<file path="src/rtl/cpu24_pkg.sv">
// Shared constants and types for the 24-bit CPU datapath blocks.
// Holds the operand width, the multiplier step count and the multiplier FSM encoding.
package cpu24_pkg;

    localparam int unsigned W         = 24;
    localparam int unsigned MUL_STEPS = 24;
    localparam int unsigned CNT_W     = 5;

    // cnt value on the edge that performs the final add/shift step
    localparam logic [CNT_W-1:0] MUL_LAST_STEP = CNT_W'(MUL_STEPS - 1);

    typedef enum logic [1:0] {
        IDLE = 2'b00,
        RUN  = 2'b01,
        DONE = 2'b10
    } mul_state_t;

endpackage

</file>
<file path="src/rtl/Mbledhesi24bit.sv">
// 24-bit ripple-carry adder with carry-in tied to 0.
// Shared by the sequential multiplier; sum and carry-out feed its right shift.
module Mbledhesi24bit
    import cpu24_pkg::*;
(
    input  logic [W-1:0] a,
    input  logic [W-1:0] b,
    output logic [W-1:0] sum,
    output logic         carryout
);

    logic [W:0] c;

    always_comb begin
        c        = '0;
        sum      = '0;
        for (int unsigned i = 0; i < W; i++) begin
            sum[i]   = a[i] ^ b[i] ^ c[i];
            c[i+1]   = (a[i] & b[i]) | (c[i] & (a[i] ^ b[i]));
        end
        carryout = c[W];
    end

endmodule

</file>
<file path="src/rtl/shzumezues24_seq.sv">
// Sequential 24x24 unsigned shift-add multiplier with a start/done handshake.
// One add/shift step per clock through the shared ripple adder; 48-bit result.
module shzumezues24_seq
    import cpu24_pkg::*;
(
    input  logic         clk,
    input  logic         reset,
    input  logic         start,
    input  logic [W-1:0] a,
    input  logic [W-1:0] b,
    output logic         busy,
    output logic         done,
    output logic [W-1:0] product_hi,
    output logic [W-1:0] product_lo,
    output logic         overflow
);

    mul_state_t       state;
    mul_state_t       state_next;
    logic [W-1:0]     m_reg;
    logic [W-1:0]     acc;
    logic [W-1:0]     q_reg;
    logic [CNT_W-1:0] cnt;

    logic [W-1:0]     addend;
    logic [W-1:0]     sum;
    logic             carry;
    logic [W-1:0]     acc_next;
    logic [W-1:0]     q_next;
    logic             last_step;

    // Multiplicand gated by the current multiplier LSB; the adder runs every cycle.
    assign addend = q_reg[0] ? m_reg : '0;

    Mbledhesi24bit u_add (
        .a        (acc),
        .b        (addend),
        .sum      (sum),
        .carryout (carry)
    );

    // {A,Q} <= {carry, sum, Q[23:1]}
    assign acc_next  = {carry, sum[W-1:1]};
    assign q_next    = {sum[0], q_reg[W-1:1]};
    assign last_step = (cnt == MUL_LAST_STEP);

    always_ff @(posedge clk or posedge reset) begin
        if (reset) begin
            state <= IDLE;
        end else begin
            state <= state_next;
        end
    end

    always_comb begin
        state_next = state;
        case (state)
            IDLE:    if (start) state_next = RUN;
            RUN:     if (last_step) state_next = DONE;
            DONE:    state_next = IDLE;
            default: state_next = IDLE;
        endcase
    end

    always_comb begin
        busy = (state != IDLE);
        done = (state == DONE);
    end

    always_ff @(posedge clk or posedge reset) begin
        if (reset) begin
            m_reg      <= '0;
            acc        <= '0;
            q_reg      <= '0;
            cnt        <= '0;
            product_hi <= '0;
            product_lo <= '0;
            overflow   <= 1'b0;
        end else begin
            case (state)
                IDLE: begin
                    if (start) begin
                        m_reg <= a;
                        q_reg <= b;
                        acc   <= '0;
                        cnt   <= '0;
                    end
                end
                RUN: begin
                    acc <= acc_next;
                    q_reg <= q_next;
                    cnt <= cnt + CNT_W'(1);
                    if (last_step) begin
                        product_hi <= acc_next;
                        product_lo <= q_next;
                        overflow   <= |acc_next;
                    end
                end
                default: ;
            endcase
        end
    end

endmodule

</file>
<file path="config.mk">
export PLATFORM = sky130hd
export DESIGN_NAME = shzumezues24_seq
export DESIGN_NICKNAME = d
export VERILOG_FILES = /design/src/rtl/cpu24_pkg.sv /design/src/rtl/Mbledhesi24bit.sv /design/src/rtl/shzumezues24_seq.sv
export SDC_FILE = /design/constraint.sdc
export NUM_CORES = 1
export LEC_CHECK = 0
export ABC_AREA = 1
export CORE_MARGIN = 2
export CORE_UTILIZATION = 25
export CTS_BUF_LIST = sky130_fd_sc_hd__clkbuf_16
export DETAILED_ROUTE_END_ITERATION = 8
export HOLD_SLACK_MARGIN = 0.15
export SYNTH_ARGS = -nofsm -noshare
export SYNTH_HDL_FRONTEND = slang
export SYNTH_SLANG_ARGS = --single-unit
</file>
<file path="constraint.sdc">
create_clock -name clk -period 20.6 [get_ports clk]
set_clock_uncertainty 0.1 [all_clocks]
set_input_delay 4.12 -clock clk [delete_from_list [all_inputs] [get_ports clk]]
set_output_delay 4.12 -clock clk [all_outputs]
set_load 0.01 [all_outputs]
</file>
==> run_results.csv <==
group,metric,value,unit
outcome,status,"finished, final reports clean",
power,intPower,765,uW
power,ir_drop,0.0566,mV
worst_setup_path,worstPathRequired,20.85,ns
logic_synthesis,netlist_top_cells_area,"dfrtp_1 56%, fa_1 8.1%, nand2_1 6.9%",
timing,finalHoldViolations,0,
power,netSwitchingPower,482,uW
placement,place_ws,10.84,ns
worst_setup_path,end_kind,"flip-flop",
grt,grt_pass1_vias,4159,
grt,grt.total_usage,11.9,%
logic_synthesis,synth_area,5690,um^2
power,power.total,1250,uW
detailed_routing,vias_per_cell,4.27,
logic_synthesis,synth_cells,550,
clock_tree,post_cts_resized,0,
worst_setup_path,path_buf_inv,9,
logic_synthesis,avgSynthCellArea,10.3,um^2
timing,worst_pin_slew,1.00,ns
power,leakage,0.00348,uW
worst_setup_path,reg2reg_from,"q_reg[0]",
worst_setup_path,critPathMaxStageDelay,0.68,ns
hold_path,hold_path_startpoint,"product_lo[23]",
clock_tree,clockBufferDepth,2,
flow_run,timing.max_cap.violations,0,
grt,grt_max_degree,96,
die,rows,55,
clock_tree,clk_latency,0.41,ns
clock_tree,ctsHoldBuffers,0,
logic_synthesis,ys_ff_latch,128,
timing,period_minus_slack,9.72,ns
worst_setup_path,critPathLaunchType,"flip-flop",
worst_setup_path,reg2reg_depth,40,
logic_synthesis,synth_cell_types,23,
clock_tree,cts_buffers,17,
placement,dp_hpwl,8970,um
worst_setup_path,crit_arrival,9.97,ns
timing,slew_viol_final,0,
timing,setup_tns,0,ns
finish,drive_gt1_share,11.4,%
hold_path,hold_path_class,"flip-flop to flip-flop",
timing,fmax,0.103,GHz
worst_setup_path,worst-setup-path-type,"flip-flop to flip-flop",
clock_tree,htree_num_levels,4,
logic_synthesis,ys_warn_count,0,
power,p_clk_share,21.8,%
logic_synthesis,synthesis.nets,626,
detailed_routing,antenna_left,0,
placement,gp_congestion,0.744,
detailed_routing,drc,0,
worst_setup_path,reg2reg_to,"overflow",
die,core-area,22500,um^2
worst_setup_path,critPathSlowestCell,"dfrtp_1",
timing,relSlewSlack,33.2,%
detailed_routing,route.vias.total,4028,
timing,worst_slack,10.88,ns
finish,final_common_cell,"dfrtp_1",
power,combPwrFrac,43.4,%
worst_setup_path,path_delay_family,"adder cells",
power,sw_frac_of_total,38.7,%
power,pwr-share-seq,34.8,%
hold_path,hold_end,"product_lo[23]",
finish,diodes,0,
clock_tree,clock-sinks,128,
logic_synthesis,synth_top_area_share,56.3,%
finish,synthToLayoutAreaGrowth,31.0,%
clock_tree,cts_tree,"yes",
detailed_routing,drt_iter0_markers,156,
die,die_area,24000,um^2
timing,rsz0062_at_grt,"no",
die,ios,102,
grt,grt_antenna_before_repair,0,
worst_setup_path,r2r_setup_slack,10.88,ns
die,dieWidth,155,um
finish,nets,722,
hold_path,min_delay_path_depth,2,
clock_tree,path_clk_slew,0.06,ns
detailed_routing,routed_wl,13500,um
worst_setup_path,crit_top_cell,"fa_1",
finish,mostFrequentLayoutCells,"128 x dfrtp_1, 105 x nand2_1, 101 x clkdlybuf4s50_1",
detailed_routing,avgRoutedWirePerCell,14.3,um
grt,grt_pass1_wl,22100,um
timing,setup_violations,0,
grt,gr-total-overflow,0,
clock_tree,postCtsSetupRepairBufs,0,
clock_tree,root_buffer,"clkbuf_16",
timing,fin_crit_sh,47.2,%
power,power_density,167,nW/um^2
worst_setup_path,cp_max_fo,25,
die,fp.dieH,155,um
placement,place.port_buffers,101,
logic_synthesis,yosysTopAreaCell,"dfrtp_1",
detailed_routing,drt_first_pass_iters,4,
die,start_util,25.3,%
logic_synthesis,ys_seq_area_share,56.3,%
-- through the flow --
step	instances	hold slack (ns)	utilization, %	cell area (um^2)
floorplan	550	0.359	-	5690
global placement	912	0.358	30.8	6930
detailed placement	912	0.368	30.8	6930
CTS	943	0.382	33.1	7460
global route	943	0.403	33.1	7460
finish	943	0.371	33.1	7460
-- how the worst max path moves through the flow --
| stage | startpoint | endpoint | slack [ns] | cells after the start |
|---|---|---|---|---|
| floorplan | q_reg[0] | overflow | 11.41 | 42 |
| global placement | q_reg[0] | overflow | 11.05 | 40 |
| detailed placement | q_reg[0] | overflow | 10.84 | 40 |
| CTS | q_reg[0] | overflow | 10.78 | 40 |
| global route | q_reg[0] | overflow | 10.39 | 40 |
| finish | q_reg[0] | overflow | 10.88 | 40 |
-- layer usage --
metal | track usage, % | vias to the layer above | wire (um)
met3 | 4.07 | 10 | 754
met2 | 19.1 | 119 | 6260
met1 | 15.7 | 1932 | 6410
li1 | - | 1967 | -
met4 | 2.78 | 0 | 87
met5 | 0 | - | 0
-- cells by family after synthesis --
family                     synth area share [%]
AOI/OAI and AO/OA                          12.5
buffers and inverters                      8.55
and+or+nand+nor                            9.41
adders and majority gates                  8.53
DFF                                        56.3
muxes                                      4.75
-- synthesized netlist by cell type, drive strengths merged --
cell type	n
clkbuf	10
a21oi	25
nor2	20
nand4	2
mux2	24
a31oi	1
inv	85
nand2	107
o31ai	1
buf	18
ha	2
o22ai	31
nand3	5
dfrtp	128
o21ai	68
fa	23
-- power groups by stage --
stage	registers, uW	clock network [uW]	logic (uW)
CTS	436	279	551
global placement	436	0	534
finish	434	272	541
detailed placement	438	0	548
global route	450	292	619
floorplan	426	0	374
-- layout make-up --
| type | instances | area, um^2 |
|---|---|---|
| Fill cell | 2282 | 15000 |
| Sequential cell | 128 | 3200 |
| Multi-Input combinational cell | 309 | 2010 |
| Timing Repair Buffer | 105 | 1040 |
| Clock buffer | 17 | 425 |
| Tap cell | 285 | 357 |
| Inverter | 85 | 322 |
| Clock inverter | 14 | 104 |
-- worst register-to-register path, delay by kind of cell (launching register included) --
kind	cells	cell delay (ns)
and+or+nand+nor	7	0.55
buffers and inverters	9	0.52
DFF	1	0.68
adders and majority gates	24	7.80
Note: power is estimated with default switching activity, not from simulation.
